$ cat config.mk
export PLATFORM = sky130hd
export DESIGN_NAME = rounding_divider_pipe
export DESIGN_NICKNAME = d
export VERILOG_FILES = /design/src/rtl/rounding_divider_pipe.sv
export SDC_FILE = /design/constraint.sdc
export NUM_CORES = 1
export LEC_CHECK = 0
export BUFFER_PORTS_ARGS = -buffer_cell sky130_fd_sc_hd__buf_2
export CAP_MARGIN = 20
export CORE_MARGIN = 3
export CORE_UTILIZATION = 35
export CTS_BUF_LIST = sky130_fd_sc_hd__clkbuf_8
export CTS_CLUSTER_SIZE = 20
export DETAILED_ROUTE_END_ITERATION = 10
export GPL_TIMING_DRIVEN = 0
export MAX_ROUTING_LAYER = met4
export PLACE_DENSITY = 0.51
export SETUP_SLACK_MARGIN = 0.15
export SYNTH_ARGS = -nofsm -noshare
export SYNTH_HDL_FRONTEND = slang
export SYNTH_SLANG_ARGS = --single-unit
$ cat constraint.sdc
create_clock -name clk -period 4.5 [get_ports clk]
set_clock_uncertainty 0.15 [all_clocks]
set_input_delay 0.45 -clock clk [delete_from_list [all_inputs] [get_ports clk]]
set_output_delay 0.45 -clock clk [all_outputs]
set_load 0.1 [all_outputs]
$ cat src/rtl/rounding_divider_pipe.sv
// Two-stage unsigned divide by 2^shift with selectable rounding and output saturation.
// Define RDIV_SAT_COUNT_EN to add the 16-bit saturation event counter (sat_count).
module rounding_divider_pipe #(
    parameter int OUT_WIDTH = 32,
    parameter int MAX_SHIFT = 8,
    parameter int SHIFT_W   = 4,
    localparam int IN_WIDTH = OUT_WIDTH + MAX_SHIFT
) (
    input  logic                 clk,
    input  logic                 reset,
    input  logic                 din_valid,
    output logic                 din_ready,
    input  logic [IN_WIDTH-1:0]  din,
    input  logic [SHIFT_W-1:0]   shift,
    input  logic [1:0]           mode,
    output logic                 dout_valid,
    input  logic                 dout_ready,
    output logic [OUT_WIDTH-1:0] dout,
`ifdef RDIV_SAT_COUNT_EN
    output logic [15:0]          sat_count,
`endif
    output logic                 sat
);
    localparam int STAGES = 2;

    logic [STAGES:1]      vld_pipe;
    logic                 advance2;
    logic [IN_WIDTH-1:0]  s1_q;
    logic                 s1_inc;

    logic [SHIFT_W-1:0]   sh, shm1;
    logic [IN_WIDTH-1:0]  q_c, r_c, half_c;
    logic                 inc_c;
    logic [IN_WIDTH:0]    sum_c;
    logic                 sat_c;
    logic [OUT_WIDTH-1:0] dout_c;

    assign advance2   = !vld_pipe[2] || dout_ready;
    assign din_ready  = !vld_pipe[1] || advance2;
    assign dout_valid = vld_pipe[2];

    // Stage 1: quotient and round-increment decision.
    always_comb begin
        sh     = (shift > SHIFT_W'(MAX_SHIFT)) ? SHIFT_W'(MAX_SHIFT) : shift;
        shm1   = sh - SHIFT_W'(1);
        q_c    = din >> sh;
        r_c    = din & ~({IN_WIDTH{1'b1}} << sh);
        half_c = IN_WIDTH'(1) << shm1;
        inc_c  = 1'b0;
        case (mode)
            2'd0:    inc_c = (r_c >= half_c);
            2'd1:    inc_c = 1'b0;
            2'd2:    inc_c = (r_c > half_c) || ((r_c == half_c) && q_c[0]);
            default: inc_c = (r_c != '0);
        endcase
        // shm1 wraps at sh==0, so half is meaningless there; no remainder exists anyway.
        if (sh == '0) inc_c = 1'b0;
    end

    // Stage 2: increment at full width, then clamp to the output range.
    always_comb begin
        sum_c  = {1'b0, s1_q} + (IN_WIDTH+1)'(s1_inc);
        sat_c  = |sum_c[IN_WIDTH:OUT_WIDTH];
        dout_c = sat_c ? {OUT_WIDTH{1'b1}} : sum_c[OUT_WIDTH-1:0];
    end

    always_ff @(posedge clk or posedge reset) begin
        if (reset) begin
            vld_pipe <= '0;
            s1_q     <= '0;
            s1_inc   <= 1'b0;
            dout     <= '0;
            sat      <= 1'b0;
        end else begin
            if (advance2) begin
                vld_pipe[2] <= vld_pipe[1];
                if (vld_pipe[1]) begin
                    dout <= dout_c;
                    sat  <= sat_c;
                end
            end
            if (din_ready) begin
                vld_pipe[1] <= din_valid;
                if (din_valid) begin
                    s1_q   <= q_c;
                    s1_inc <= inc_c;
                end
            end
        end
    end

`ifdef RDIV_SAT_COUNT_EN
    always_ff @(posedge clk or posedge reset) begin
        if (reset)
            sat_count <= '0;
        else if (dout_valid && dout_ready && sat && (sat_count != 16'hFFFF))
            sat_count <= sat_count + 16'd1;
    end
`endif

endmodule

==> flow_summary.json, run 1 <==
{
  "synth_seq_area_share_pct": 32.9,
  "die_y_microns": 134,
  "worstMarginPinSlew_ns": 0.750,
  "area_growth_pct": 16.8,
  "ys.flop_type": "dfrtp_1",
  "htreeDepth": 3,
  "max_freq_mhz": 298,
  "multiInputGateArea_sq_um": 3670,
  "track_usage_pct": 18.8,
  "setup_slack_ns": 1.15,
  "postSynthCellCount": 634,
  "dp_slack_ns": 0.791,
  "initial_core_util_pct": 36.1,
  "max_slew_margin_pct": 49.5,
  "final_util_pct": 42.1,
  "clockBufferDepth": 2,
  "synth.cell_area_sq_um": 5770,
  "critPathMostFrequentCell": "buf_2",
  "cts_setup_buffers": 0,
  "ys_types": 51,
  "n_antenna_cell": 0,
  "cp_slowest_cell": "clkbuf_1",
  "antenna_found_initial": 0,
  "clock_power_share_pct": 19.9,
  "rsz0062_at_grt": "no",
  "insertion_delay_ns": 0.37,
  "finalHoldViolCount": 0,
  "p_sw_mw": 1.27,
  "drtIter0Drc": 259,
  "ir_worst_vdd_uv": 214,
  "routedWlPerCell_microns": 17.0,
  "synth-async-reset-ratio_pct": 100,
  "max_stage_delay_ns": 0.40,
  "internal-power_mw": 1.39,
  "power.total_mw": 2.66,
  "p_sw_share_pct": 47.9,
  "grt_overflow": 0,
  "crit_path_end_kind": "flip-flop",
  "cp.arrival_ns": 3.45,
  "setup_viol": 0,
  "rows": 46,
  "vias_per_cell": 5.32,
  "p_per_area_nw_per_um2": 394,
  "criticalPathCategory": "in -> reg",
  "clock-root-buffer": "clkbuf_8",
  "cts_resized": 0,
  "power.share.combinational_pct": 44.9,
  "first_global_vias": 5036,
  "hold_path.class": "in -> reg",
  "antenna_left": 0,
  "setup_tns_ns": 0,
  "globalplace.congestion": 0.928,
  "synth.yosys.warnings": 0,
  "drc": 0,
  "post-route-min-period_ns": 3.35,
  "path_clk_slew_ns": 0.08,
  "crit_start": "shift[3]",
  "crit_chain": "buf_2, clkbuf_1, nor2b_1, buf_2, buf_2, buf_2, or3_1, ha_1, nor2b_1, o21a_1, o21a_1, o2111ai_1, a21oi_1, o311a_1",
  "path_max_fanout": 10,
  "port_buffers": 84,
  "cts_tree": "done",
  "coreArea_sq_um": 16000,
  "mostFrequentLayoutCell": "mux2i_1",
  "synth_edf_count": 0,
  "die_w_microns": 134,
  "syn_avg_cell_area_sq_um": 9.11,
  "period_share_pct": 74.5,
  "num_io_pins": 85,
  "dieArea_sq_um": 18100,
  "layout_common_cells": "mux2i_1 (103), buf_2 (94), dfrtp_1 (76)",
  "drv.max_cap_violation_count": 0,
  "slew_viol_final": 0,
  "seq_area_sq_um": 1900,
  "cts_num_sinks": 76,
  "grt_max_degree": 40,
  "nNetsFinal": 808,
  "nFillCells": 1707,
  "numCtsBuffers": 9,
  "pwr-share-seq_pct": 35.2,
  "dr.pass1.iters": 5,
  "cp-start-kind": "input pin",
  "min-delay-start": "din_valid",
  "place_hpwl_mm": 13.3,
  "vias": 5125,
  "cts_hold_buffers": 1,
  "ys_seq_elements": 76,
  "grt_pass1_wl_mm": 26.6,
  "required_ns": 4.60,
  "r2r_start": "s1_inc",
  "power_leakage_nw": 2.82,
  "drive_above_1_share_pct": 21.0,
  "wl_mm": 16.4,
  "whs_ns": 0.150,
  "status": "finished, final reports clean"
}
[per-layer routing]
layer	track usage (%)	part of all wire (%)
met4	5.26	1.2
met1	27.4	51
met2	28.3	44
met3	1.24	3.8
met5	-	0
[power groups by stage]
stage                     registers, mW  clock network, mW  logic, mW
after detailed placement          0.950                  0       1.19
after floorplan                    1.43                  0      0.437
final                             0.935              0.529       1.19
after global placement            0.941                  0       1.18
after CTS                         0.935              0.547       1.20
after global routing              0.956              0.573       1.28
[cell type report]
| class | instances | share of cell area, % |
|---|---|---|
| buffer | 45 | 3.38 |
| clock inverter | 7 | 1.13 |
| clock buffer | 9 | 1.84 |
| timing repair buffer | 86 | 6.68 |
| multi-input combinational | 520 | 54.4 |
| inverter | 5 | 0.316 |
| sequential | 76 | 28.2 |
| tap | 216 | 4.01 |
[critical path, delay by kind of cell]
kind | cells | cell delay, ns
buffers and inverters | 5 | 1.15
AO/OA/AOI/OAI | 5 | 0.91
AND/OR/NAND/NOR | 3 | 0.63
adder cells (fa/ha/maj) | 1 | 0.31
[kinds of logic after synthesis]
logic type               after synthesis  synth area share, %
AND/OR/NAND/NOR                      200                 17.1
multiplexers                         137                 24.7
AO/OA/AOI/OAI                        123                 12.9
flip-flops                            76                 32.9
buffers and inverters                 50                 4.27
XOR/XNOR                              31                 4.70
adder cells (fa/ha/maj)               15                 3.25
other                                  2                0.130
[registers in the layout, indices dropped and copies added (netlist names)]
register and flops:
s1_inc 1, dout 32, s1_q 40, sat 1, vld_pipe 2
[cells in the mapped netlist (2+ instances only)]
cell	instances	area share, %
buf_4	2	0.26
and3_1	8	0.87
xor2_1	23	3.5
and2_1	9	0.98
nand3_1	15	1.3
o21ai_0	45	3.9
and4_1	9	1.4
o41ai_1	2	0.30
nand4_1	17	1.8
nand2b_1	4	0.43
nor2b_1	12	1.3
buf_6	5	0.98
mux2i_1	103	18
ha_1	15	3.3
inv_1	5	0.33
dfrtp_1	76	33
a2111oi_0	2	0.30
nand2_1	60	3.9
o31ai_1	3	0.39
nor2_1	46	3.0
mux2_2	32	6.2
o22ai_1	4	0.43
a31oi_1	30	3.3
a211oi_1	3	0.39
o21a_1	3	0.39
buf_1	11	0.72
conb_1	2	0.13
nor4_1	3	0.33
a21o_1	4	0.52
or3_1	4	0.43
or2_2	2	0.22
xnor2_1	8	1.2
nor3_1	8	0.69
a21boi_0	2	0.26
clkbuf_1	16	1.0
buf_2	10	0.87
nand3b_1	2	0.26
a21oi_1	16	1.4
[path summary, 6_finish.rpt]
| check | cells after the start | slack, ns | endpoint |
|---|---|---|---|
| worst min register to register | 2 | 0.37 | s1_q[0] |
| max in group asynchronous | 4 | 3.13 | s1_q[18] |
| min in group asynchronous | 3 | 0.50 | dout[7] |
| worst min-delay path | 2 | 0.15 | vld_pipe[1] |
| worst max register to register | 11 | 1.61 | dout[21] |
| worst max-delay path | 14 | 1.15 | s1_inc |
[through the flow]
step / area [sq um] / std cells
finish: 6740 / 964
global route: 6740 / 964
CTS: 6740 / 964
detailed placement: 6530 / 947
global placement: 6510 / 946
floorplan: 5820 / 646
Power figures use the tool's default switching activity.
==> run 2, diff against run 1 <==
- PLACE_DENSITY: 0.51 -> 0.53
- clock period: 4.5 -> 2.9 ns (I/O delays scaled with it)
==> flow_summary.json, run 2 (synthesized netlist as in run 1, its figures left out) <==
{
  "drtIter0Drc": 283,
  "period_share_pct": 90.9,
  "top_regs": "s1_q x40, dout x32, vld_pipe x2",
  "cp.arrival_ns": 2.72,
  "cp-start-kind": "input pin",
  "port_buffers": 84,
  "r2r_slack_ns": 0.28,
  "layout_common_cells": "mux2i_1 (103), buf_2 (92), dfrtp_1 (75)",
  "grt_pass1_wl_mm": 26.1,
  "max_slew_margin_pct": 51.0,
  "max_freq_mhz": 380,
  "grt_overflow": 0,
  "power_leakage_nw": 2.89,
  "status": "finished, final reports clean",
  "largest_register": "s1_q",
  "vias_per_cell": 5.26,
  "rows": 46,
  "post-route-min-period_ns": 2.63,
  "largest_reg_flops": 40,
  "wl_mm": 16.2,
  "n_antenna_cell": 0,
  "antenna_left": 0,
  "first_global_vias": 5014,
  "drive_above_1_share_pct": 23.4,
  "ir_worst_vdd_uv": 334,
  "nFillCells": 1658,
  "vias": 5092,
  "area_growth_pct": 19.5,
  "crit_path_end_kind": "flip-flop",
  "cts_num_sinks": 76,
  "antenna_found_initial": 0,
  "cts_tree": "done",
  "num_io_pins": 85,
  "setup_viol": 0,
  "die_w_microns": 134,
  "clock-root-buffer": "clkbuf_8",
  "track_usage_pct": 18.3,
  "drc": 0,
  "globalplace.congestion": 0.906,
  "htreeDepth": 3,
  "path_clk_slew_ns": 0.07,
  "finalHoldViolCount": 0,
  "slew_viol_final": 0,
  "criticalPathCategory": "in -> reg",
  "coreArea_sq_um": 16000,
  "path_max_fanout": 10,
  "dieArea_sq_um": 18100,
  "clockBufferDepth": 2,
  "place_hpwl_mm": 13.0,
  "dr.pass1.iters": 5,
  "worstMarginPinSlew_ns": 0.728,
  "rsz0062_at_grt": "no",
  "numCtsBuffers": 9,
  "initial_core_util_pct": 36.1,
  "required_ns": 2.99,
  "nNetsFinal": 812,
  "routedWlPerCell_microns": 16.7,
  "insertion_delay_ns": 0.36,
  "instances_no_fill": 968,
  "p_per_area_nw_per_um2": 617,
  "die_y_microns": 134,
  "mostFrequentLayoutCell": "mux2i_1",
  "dp_cells": 947,
  "drv.max_cap_violation_count": 0,
  "setup_slack_ns": 0.265,
  "grt_max_degree": 53,
  "hold_path.class": "in -> reg",
  "dp_slack_ns": -0.193
}
[run 2: cell types whose count changed in the layout (fill, tap and decap cells not counted), moves of 2 or more]
cell / change
buf_2: -2
clkbuf_2: +4
buf_8: +2
clkbuf_4: +3
clkbuf_8: +3
buf_4: +4
buf_1: -4
clkbuf_1: -5
[run 2: per-layer routing]
metal	GRT usage (%)	vias to the layer above	share of wire (%)
met5	-	-	0
met4	4.07	0	1.2
li1	-	2529	-
met1	26.8	2438	52
met2	27.3	110	44
met3	2.10	15	3.7
[run 2: where the power goes]
part	internal [mW]	total (mW)	leakage (nW)	switching, mW
clock	0.533	0.931	0.112	0.399
sequential	1.27	1.45	0.847	0.185
combinational	0.500	1.88	1.93	1.38
[run 2: worst max-delay path, stage by stage]
cell       delay (ns)
buf_2            0.09
clkbuf_8         0.16
nor2b_1          0.05
clkbuf_4         0.17
buf_8            0.16
buf_8            0.15
or3_1            0.37
ha_4             0.24
nor2b_1          0.12
o21a_1           0.16
o21a_1           0.17
o2111ai_1        0.19
a21oi_1          0.10
o311a_1          0.30
[run 2: metrics by stage]
step	util [%]	setup TNS [ns]	hold WS [ns]	instance area [sq um]	power [mW]
after global placement	40.9	-25.65	0.339	6550	3.30
final	43.1	0	0.0962	6900	4.26
after global routing	43.1	0	0.125	6900	4.48
after CTS	42.8	0	0.0868	6850	4.27
after detailed placement	41.1	-0.193	0.138	6580	3.33
after floorplan	-	0	0.248	5860	2.91
[run 2: repair_timing]
action | in CTS | in global routing
resized for setup | 4 | 8
hold buffers | 2 | 0
endpoints found under the setup margin | 30 | 33
hold endpoints to repair | 25 | 0
buffers inserted | 0 | 3
pin swaps | 0 | 2
[run 2: path summary, 6_finish.rpt]
path / from / to / cells past startpoint
worst max-delay path: shift[3] / s1_inc / 14
worst min-delay path: dout_ready / vld_pipe[2] / 3
worst max register to register: s1_q[0] / dout[3] / 10
worst min register to register: s1_q[0] / s1_q[0] / 2
max in group asynchronous: reset / s1_q[25] / 4
min in group asynchronous: reset / sat / 3
[run 2: final cells by class]
| cell class | instances | area [sq um] | share of cell area [%] |
|---|---|---|---|
| multi-input cells | 520 | 3700 | 53.7 |
| flip-flops and latches | 76 | 1900 | 27.6 |
| clock buffers | 11 | 151 | 2.19 |
| repair buffers | 90 | 490 | 7.11 |
| plain buffers | 45 | 278 | 4.03 |
| inverters | 5 | 21.3 | 0.308 |
| well taps | 216 | 270 | 3.92 |
| clock inverters | 5 | 83.8 | 1.21 |
